--- config.mk ---
export PLATFORM = sky130hd
export DESIGN_NAME = float_add_pipeline
export DESIGN_NICKNAME = d
export VERILOG_FILES = /design/src/rtl/float_params.sv /design/src/rtl/float_add_norm.sv /design/src/rtl/float_add_pipeline.sv
export SDC_FILE = /design/constraint.sdc
export NUM_CORES = 1
export LEC_CHECK = 0
export BUFFER_PORTS_ARGS = -buffer_cell sky130_fd_sc_hd__buf_2
export CORE_MARGIN = 2
export CORE_UTILIZATION = 55
export CTS_CLUSTER_DIAMETER = 120
export DETAILED_ROUTE_END_ITERATION = 12
export GPL_TIMING_DRIVEN = 0
export PLACE_DENSITY = 0.77
export SLEW_MARGIN = 10
export SYNTH_ARGS = -nofsm -noshare
export SYNTH_HDL_FRONTEND = slang
export SYNTH_HIERARCHICAL = 1
export SYNTH_SLANG_ARGS = --single-unit
--- constraint.sdc ---
create_clock -name clk -period 10.1 [get_ports clk]
set_input_delay 1.515 -clock clk [delete_from_list [all_inputs] [get_ports clk]]
set_output_delay 1.515 -clock clk [all_outputs]
set_load 0.1 [all_outputs]
--- src/rtl/float_params.sv ---
// Shared FP32 format constants and FSM state encoding for the float unit responders.
package float_params;
  localparam int float_width      = 32;
  localparam int float_exp_width  = 8;
  localparam int float_mant_width = 23;
  localparam int float_exp_bias   = 127;

  typedef enum logic [2:0] {
    ST_IDLE,
    ST_ALIGN,
    ST_ADD,
    ST_NORM,
    ST_DONE
  } float_state_t;
endpackage

--- src/rtl/float_add_norm.sv ---
// Leading-zero count and left-justify of the adder's un-carried mantissa sum (purely combinational).
module float_add_norm #(
  parameter int W   = 24,
  parameter int LZW = $clog2(W + 1)
) (
  input  logic [W-1:0]   mant_in,
  output logic [W-1:0]   mant_out,
  output logic [LZW-1:0] lzc
);
  always_comb begin
    lzc = LZW'(W);
    // Ascending scan: the highest set bit is the last one to write lzc.
    for (int i = 0; i < W; i++) begin
      if (mant_in[i]) lzc = LZW'(W - 1 - i);
    end
    mant_out = mant_in << lzc;
  end
endmodule

--- src/rtl/float_add_pipeline.sv ---
// FP32 adder responder on the float req/ack protocol: one op in flight, ack 4 clocks after the req edge.
// Define FLOAT_ADD_RNE_EN for round-to-nearest-even; otherwise the mantissa is truncated toward zero.
module float_add_pipeline
  import float_params::*;
(
  input  logic                   clk,
  input  logic                   rst,
  input  logic                   req,
  input  logic [float_width-1:0] a,
  input  logic [float_width-1:0] b,
  output logic                   busy,
  output logic                   ack,
  output logic [float_width-1:0] out
);
`ifdef FLOAT_ADD_RNE_EN
  localparam int GRS = 3;
`else
  localparam int GRS = 0;
`endif
  localparam int EW  = float_exp_width;
  localparam int FW  = float_mant_width;
  localparam int MW  = FW + 1 + GRS;
  localparam int LZW = $clog2(MW + 1);
  localparam logic signed [EW+1:0] NE_ONE = 1;
  localparam logic signed [EW+1:0] NE_ZERO = 0;
  localparam logic signed [EW+1:0] NE_INF = (1 << EW) - 1;

  float_state_t state_q, state_d;
  logic busy_q, busy_d, ack_q, ack_d;
  logic [float_width-1:0] out_q, out_d;
  logic sa_q, sa_d, sb_q, sb_d;
  logic [EW-1:0] ea_q, ea_d, eb_q, eb_d;
  logic [FW:0] ma_q, ma_d, mb_q, mb_d;
  logic s_q, s_d, sub_q, sub_d;
  logic [EW-1:0] e_q, e_d;
  logic [MW-1:0] bm_q, bm_d, sm_q, sm_d;
  logic [MW:0] sum_q, sum_d;

  logic swap, big_s;
  logic [EW-1:0] big_e, sml_e, diff;
  logic [FW:0] big_m, sml_m;
  logic [MW-1:0] sml_ext, sml_sh, norm_m;
  logic [LZW-1:0] lzc;
  logic signed [EW+1:0] ne;
  logic [FW-1:0] frac;
  logic is_zero;
  logic [float_width-1:0] res;
`ifdef FLOAT_ADD_RNE_EN
  logic sticky;
  logic [MW-1:0] nm;
  logic [FW+1:0] rnd;
`endif

  float_add_norm #(.W(MW), .LZW(LZW)) u_norm (
    .mant_in (sum_q[MW-1:0]),
    .mant_out(norm_m),
    .lzc     (lzc)
  );

  // Alignment: order by magnitude, then right-shift the smaller mantissa.
  always_comb begin
    swap    = {eb_q, mb_q} > {ea_q, ma_q};
    big_s   = swap ? sb_q : sa_q;
    big_e   = swap ? eb_q : ea_q;
    big_m   = swap ? mb_q : ma_q;
    sml_e   = swap ? ea_q : eb_q;
    sml_m   = swap ? ma_q : mb_q;
    diff    = big_e - sml_e;
    sml_ext = MW'(sml_m) << GRS;
    if (diff >= EW'(26)) sml_sh = '0;
    else                 sml_sh = sml_ext >> diff;
`ifdef FLOAT_ADD_RNE_EN
    if (diff >= EW'(26)) sticky = |sml_m;
    else                 sticky = (sml_sh << diff) != sml_ext;
`endif
  end

  // Normalisation, optional rounding, and special-case packing of the result.
  always_comb begin
    is_zero = ~(sum_q[MW] | norm_m[MW-1]);
    if (sum_q[MW]) ne = $signed({2'b00, e_q}) + NE_ONE;
    else           ne = $signed({2'b00, e_q}) - $signed({{(EW+2-LZW){1'b0}}, lzc});
`ifdef FLOAT_ADD_RNE_EN
    if (sum_q[MW]) nm = {sum_q[MW:2], sum_q[1] | sum_q[0]};
    else           nm = norm_m;
    rnd = {1'b0, nm[MW-1:GRS]} + {{(FW+1){1'b0}}, nm[2] & (nm[1] | nm[0] | nm[3])};
    if (rnd[FW+1]) begin
      frac = rnd[FW:1];
      ne   = ne + NE_ONE;
    end else begin
      frac = rnd[FW-1:0];
    end
`else
    if (sum_q[MW]) frac = sum_q[MW-1:1];
    else           frac = norm_m[MW-2:0];
`endif
    if (is_zero)            res = '0;
    else if (ne <= NE_ZERO) res = {s_q, {(float_width-1){1'b0}}};
    else if (ne >= NE_INF)  res = {s_q, {EW{1'b1}}, {FW{1'b0}}};
    else                    res = {s_q, ne[EW-1:0], frac};
  end

  always_comb begin
    state_d = state_q;
    busy_d  = (state_q != ST_IDLE);
    ack_d   = (state_q == ST_DONE);
    out_d   = out_q;
    sa_d = sa_q;  ea_d = ea_q;  ma_d = ma_q;
    sb_d = sb_q;  eb_d = eb_q;  mb_d = mb_q;
    s_d  = s_q;   sub_d = sub_q; e_d = e_q;
    bm_d = bm_q;  sm_d = sm_q;   sum_d = sum_q;
    case (state_q)
      ST_IDLE: if (req) begin
        sa_d    = a[float_width-1];
        ea_d    = a[float_width-2 -: EW];
        ma_d    = (a[float_width-2 -: EW] == '0) ? '0 : {1'b1, a[FW-1:0]};
        sb_d    = b[float_width-1];
        eb_d    = b[float_width-2 -: EW];
        mb_d    = (b[float_width-2 -: EW] == '0) ? '0 : {1'b1, b[FW-1:0]};
        state_d = ST_ALIGN;
      end
      ST_ALIGN: begin
        s_d   = big_s;
        e_d   = big_e;
        sub_d = sa_q ^ sb_q;
        bm_d  = MW'(big_m) << GRS;
`ifdef FLOAT_ADD_RNE_EN
        sm_d  = sml_sh | MW'(sticky);
`else
        sm_d  = sml_sh;
`endif
        state_d = ST_ADD;
      end
      ST_ADD: begin
        sum_d   = sub_q ? ({1'b0, bm_q} - {1'b0, sm_q}) : ({1'b0, bm_q} + {1'b0, sm_q});
        state_d = ST_NORM;
      end
      ST_NORM: begin
        out_d   = res;
        state_d = ST_DONE;
      end
      ST_DONE: state_d = ST_IDLE;
      default: state_d = ST_IDLE;
    endcase
  end

  always_ff @(posedge clk or posedge rst) begin
    if (rst) begin
      state_q <= ST_IDLE;
      busy_q  <= 1'b0;
      ack_q   <= 1'b0;
      out_q   <= '0;
      sa_q <= 1'b0;  ea_q <= '0;  ma_q <= '0;
      sb_q <= 1'b0;  eb_q <= '0;  mb_q <= '0;
      s_q  <= 1'b0;  sub_q <= 1'b0; e_q <= '0;
      bm_q <= '0;    sm_q <= '0;    sum_q <= '0;
    end else begin
      state_q <= state_d;
      busy_q  <= busy_d;
      ack_q   <= ack_d;
      out_q   <= out_d;
      sa_q <= sa_d;  ea_q <= ea_d;  ma_q <= ma_d;
      sb_q <= sb_d;  eb_q <= eb_d;  mb_q <= mb_d;
      s_q  <= s_d;   sub_q <= sub_d; e_q <= e_d;
      bm_q <= bm_d;  sm_q <= sm_d;   sum_q <= sum_d;
    end
  end

  assign busy = busy_q;
  assign ack  = ack_q;
  assign out  = out_q;
endmodule

* After elaboration in Yosys (flattened, before gate mapping)
Index checks and enable logic that the tools add are counted.
Operators by class: magnitude comparators 4, muxes and demuxes 40, bitwise gates (word level) 2, reduce and logical (&&, ||, !) cells 5, add/subtract/negate cells 5, eq/ne operators 5, shift-type cells 2
Operator list (number):
- 2-to-1 mux 24 bit | 5
- 2-to-1 mux 5 bit | 16
- 2-to-1 mux 31 bit | 2
- greater-than comparator 32 bit | 1
- 2-to-1 mux 32 bit | 1
- 2-to-1 mux 4 bit | 8
- adder 24 x 24 -> 25 bit | 1
- 2-to-1 mux 25 bit | 1
- subtractor 24 x 24 -> 25 bit | 1
- << shifter 24 x 5 -> 24 bit | 1
- right shift 24 x 8 -> 24 bit | 1
- 2-to-1 mux 23 bit | 1
- logical NOT 8 bit | 2
- 2-to-1 mux 8 bit | 2
- one-hot mux 3 bit (4 select lines) | 1
- >= comparator 10 x 9 -> 1 bit (second input constant) | 1
- <= comparator 10 x 1 -> 1 bit (second input constant) | 1
- 2-to-1 mux 10 bit | 1
- adder 8 x 1 -> 9 bit (second input constant) | 1
- subtractor 8 x 5 -> 9 bit | 1
- >= comparator 8 x 5 -> 1 bit (second input constant) | 1
- subtractor 8 bit | 1
- equality test 3 x 2 -> 1 bit (second input constant) | 2
- equality test 3 x 1 -> 1 bit (second input constant) | 1
- other kinds (9) | 9
Word-level totals: input port bits 67, logic and storage cells 79, output and inout port bits 34, flip-flop bits (word level) 186

* Logic depth before layout (Yosys ltp)
depth after elaboration 30, mapped depth 28, mapped depth without buffers 21

* Hierarchy
The synthesis kept the hierarchy.
By module, submodules not included:
- float_add_pipeline | area an instance 11766.3 µm², sequential area each 4654.5 µm², instances 1, cells each 1255
- float_add_norm | area an instance 1535.2 µm², sequential area each 0.0 µm², instances 1, cells each 222

* Least setup slack after synthesis
OpenSTA, ideal clock, no wires.
path kind register to register, start point register ma_q[13], end point register sm_q[3], data required time 9969 ps, period minus slack after synthesis 5719 ps, cell stages (with the launch flop) 27, path slack 4381 ps, library setup time 131 ps, data arrival time 5587 ps, path buffers 5, cells stage by stage dfrtp_1 inv_1 ha_1 a21o_1 a21o_1 a211o_1 or3_4 o211a_4 buf_2 buf_2 clkbuf_1 clkbuf_1 nor2_1 nor2_1 ha_1 nand2_1 nand3_1 a21o_1 a221o_1 nor2b_1 mux4_2 a32o_1 a211o_1 and4_1 buf_6 a22o_1 or3_1
Between the ends: word-level cells in the longest chain between the ends 5, elaborated cells between the ends (all ways) 8, those cells by class 1 x add/sub; 2 x order compare; 1 x shift; 4 x mux
RTL lines:
- from (decl) | line float_add_pipeline.sv:33 | logic [FW:0] ma_q, ma_d, mb_q, mb_d;
- from (signal assigned) | line float_add_pipeline.sv:153 | sa_q <= 1'b0; ea_q <= '0; ma_q <= '0;
- from (signal assigned) | line float_add_pipeline.sv:162 | sa_q <= sa_d; ea_q <= ea_d; ma_q <= ma_d;
- greater-than comparator 32 bit | line float_add_pipeline.sv:62 | swap = {eb_q, mb_q} > {ea_q, ma_q};
- 2-to-1 mux 8 bit, on equally long branches | line float_add_pipeline.sv:64, float_add_pipeline.sv:66
- subtractor 8 bit | line float_add_pipeline.sv:68 | diff = big_e - sml_e;
- right shift 24 x 8 -> 24 bit or >= comparator 8 x 5 -> 1 bit (tied branches) | line float_add_pipeline.sv:71, float_add_pipeline.sv:70
- 2-to-1 mux 24 bit (*) | line float_add_pipeline.sv:70 | if (diff >= EW'(26)) sml_sh = '0;
- to (signal assigned) | line float_add_pipeline.sv:165 | bm_q <= bm_d; sm_q <= sm_d; sum_q <= sum_d;
- to (decl) | line float_add_pipeline.sv:36 | logic [MW-1:0] bm_q, bm_d, sm_q, sm_d;
Every way passes the cells marked *; elsewhere a longest branch is shown, timed or not. A chain may end at the register's enable or synchronous reset.

* Final worst setup path
start point register ma_q[15], end point register sm_q[14]
Same word-level chain as after synthesis.

==> flow_summary_export.csv <==
group,metric,value,unit
drt,vias,11969,
placement,place_ws,3.06,ns
logic_synthesis,ys_ff_latch,186,
sta,drv_slew,0,
logic_synthesis,synth_top_flop_cell,"dfrtp_1",
setup_path,rr_worst_depth,26,
grt,grt_pass1_wl,61.3,mm
setup_path,setup.worst_path.end,"sm_q[14]$_DFFE_PP0N_",
placement,dpl.hpwl,29.4,mm
sta,min_period_over_period,69.9,%
flow_run,max_cap_viol_count,0,
sta,setup_viol,0,
placement,numPortBuffers,100,
setup_path,end_kind,"register",
setup_path,cp.arrival,7.38,ns
drt,drc,0,
placement,place_area,14200,um^2
drt,wl_per_cell,19.5,um
clock_network,cts_buffer_depth,2,
sta,post-route-min-period,7.06,ns
sta,rsz0062_at_grt,"false",
clock_network,root_buffer,"clkbuf_16",
clock_network,cts_buffers,17,
clock_network,holdBufCountCts,0,
sta,finalSetupTns,0,ns
cells_and_area,multi_input_area,8040,um^2
setup_path,r2r-start,"ma_q[15]$_DFFE_PP0P_",
logic_synthesis,synth_simple_gate_area_share,16.4,%
grt,grt_usage,29.8,%
clock_network,clock_sinks,186,
placement,gp_congestion,0.974,
setup_path,required,10.42,ns
logic_synthesis,ys_warn_count,6,
setup_path,critical_path.max_fanout,10,
cells_and_area,register_area,4650,um^2
clock_network,cts_resized,0,
logic_synthesis,synth_top_family_by_area,"compound AO/OA/AOI/OAI gates",
sta,tightest_slew,0.955,ns
cells_and_area,antenna_cells,0,
logic_synthesis,synthAdderAreaFrac,6.32,%
logic_synthesis,ys_seq_area_share,35.0,%
setup_path,startpoint,"ma_q[15]$_DFFE_PP0P_",
clock_network,htreeDepth,4,
logic_synthesis,avgSynthCellArea,9.01,um^2
setup_path,rrSetupSlack,3.04,ns
drt,drtPass1Iterations,5,
floorplan,io_pins,101,
floorplan,rows,56,
worst_hold_path,min-delay-start,"out[29]$_DFFE_PP0N_",
logic_synthesis,synth_xor_area_share,3.56,%
drt,wirelength,37.6,mm
clock_network,cts_setup_buffers,0,
sta,relSlewSlack,35.8,%
cells_and_area,fin_nets,1730,
sta,finalHoldViolCount,0,
worst_hold_path,hold_class,"register to register",
setup_path,crit_path_start_kind,"register",
grt,first_global_vias,11636,
cells_and_area,fillerInstances,2075,
clock_network,cts_tree,"done",
grt,grt_max_degree,95,
grt,antenna_found_initial,0,
floorplan,core_area,23600,um^2
floorplan,start_util,56.3,%
drt,drtIter0Drc,993,
sta,timing.fmax,0.142,GHz
cells_and_area,layout-drive-gt1-share,14.8,%
logic_synthesis,synth_edf_count,0,
clock_network,clk_pin_slew,0.07,ns
logic_synthesis,netlist_instances,1477,
floorplan,fp.dieH,160,um
cells_and_area,stdcell_area,14900,um^2
logic_synthesis,syn-cell-area,13300,um^2
logic_synthesis,synthMuxAreaShare,12.6,%
grt,globalRouteOverflowTotal,0,
cells_and_area,syn2layout_area_growth,11.9,%
logic_synthesis,syn_nets,1610,
logic_synthesis,synth_compound_area_share,21.6,%
floorplan,die_area,25400,um^2
drt,vias_per_cell,6.20,
drt,ant_nets,0,
clock_network,clk_latency,0.45,ns
run_status,outcome,"finished clean",
setup_path,rr_endpoint,"sm_q[14]$_DFFE_PP0N_",
setup_path,crit_type,"register to register",
floorplan,die_w,160,um
sta,timing.final.ws_setup,3.04,ns
sta,finalClockSkew,0.0140,ns
logic_synthesis,async_reset_ff_share,100,%
logic_synthesis,yosys.cell_types.count,91,
[flip-flops by register name (all words and copies together) (netlist names)]
name	flops
ack	1
bm_q	24
busy	1
e_q	8
ea_q	8
eb_q	8
ma_q	24
mb_q	24
out	32
s_q	1
sa_q	1
sb_q	1
sm_q	24
state_q	3
sub_q	1
sum_q	25
[cells in the mapped netlist (18+ instances only)]
cell type / n / area (um^2)
a21oi_1: 92 / 460
nor2b_1: 18 / 113
a22o_1: 52 / 455
xnor2_1: 37 / 324
nand3_1: 25 / 125
nor2_1: 125 / 469
o21ai_0: 125 / 626
ha_1: 64 / 801
nand2_1: 171 / 642
clkbuf_1: 48 / 180
inv_1: 63 / 236
dfrtp_1: 186 / 4650
nor3_1: 32 / 160
mux2i_1: 80 / 801
mux4_2: 25 / 563
mux2_2: 26 / 293
[per-stage QoR]
stage                     hold slack, ns  util (%)  instances
after global routing               0.502      63.0       1929
after global placement             0.447      60.1       1896
after CTS                          0.467      63.0       1929
after detailed placement           0.452      60.3       1897
after floorplan                    0.456         -       1477
final                              0.464      63.0       1929
[layout by cell type (no fill, tap or decap), types with 17 or more instances in the layout]
cell type	n
a21oi_1	92
a22o_1	52
buf_2	110
clkbuf_1	49
clkbuf_16	17
dfrtp_1	186
ha_1	64
inv_1	62
mux2_2	26
mux2i_1	80
mux4_2	25
nand2_1	171
nand3_1	25
nor2_1	125
nor2b_1	18
nor3_1	32
nor4_1	17
o21ai_0	125
xnor2_1	37
xor2_1	17
[area by class of cell]
cell class / count / area share, %
repair buffers: 101 / 3.55
clock inverters: 13 / 1.34
well taps: 319 / 2.68
plain buffers: 75 / 2.33
multi-input cells: 1147 / 54.0
flip-flops and latches: 186 / 31.3
inverters: 69 / 1.81
clock buffers: 19 / 2.98
[worst max-delay path, cell delays in order (launching register included)]
cell and delay (ns):
dfrtp_1 0.45, inv_1 0.12, ha_1 0.32, nand4_1 0.20, nor4_1 0.65, a21boi_0 0.29, or3_4 0.20, o211a_4 0.22
buf_2 0.34, buf_2 0.34, clkbuf_1 0.43, clkbuf_1 0.46, nor2_1 0.10, nor2_1 0.12, ha_1 0.19, o21bai_1 0.10
a21boi_0 0.15, o21ai_0 0.16, and3_1 0.22, mux4_2 0.44, a32o_1 0.22, a211o_1 0.35, and4_1 0.24, buf_4 0.17
buf_4 0.17, a22oi_1 0.15, o21ai_0 0.10
[per-layer routing]
| metal | global-route usage, % | share of wire (%) | routed length, um | up-vias |
|---|---|---|---|---|
| li1 | - | - | - | 5663 |
| met1 | 39.5 | 43 | 16000 | 5714 |
| met2 | 49.3 | 48 | 18000 | 499 |
| met3 | 4.64 | 6.3 | 2380 | 93 |
| met4 | 11.7 | 3.2 | 1190 | 0 |
| met5 | 0 | 0 | 0 | - |
[cells by family after synthesis]
kind of cell	count (synthesis)
AND/OR/NAND/NOR	464
AO/OA/AOI/OAI	431
flip-flops	186
buffers and inverters	144
multiplexers	132
adder cells (fa/ha/maj)	66
XOR/XNOR	54
[worst min-delay path by stage]
stage	end	slack, ns	cells after the start
floorplan	bm_q[10]$_DFFE_PP0N_	0.46	2
global route	out[27]$_DFFE_PP0N_	0.50	2
detailed placement	out[29]$_DFFE_PP0N_	0.45	2
finish	out[29]$_DFFE_PP0N_	0.46	2
CTS	out[29]$_DFFE_PP0N_	0.47	2
global placement	out[29]$_DFFE_PP0N_	0.45	2
Power is not shown: default switching activity piles up to over one toggle a cycle in this logic, so the estimate is an artifact.
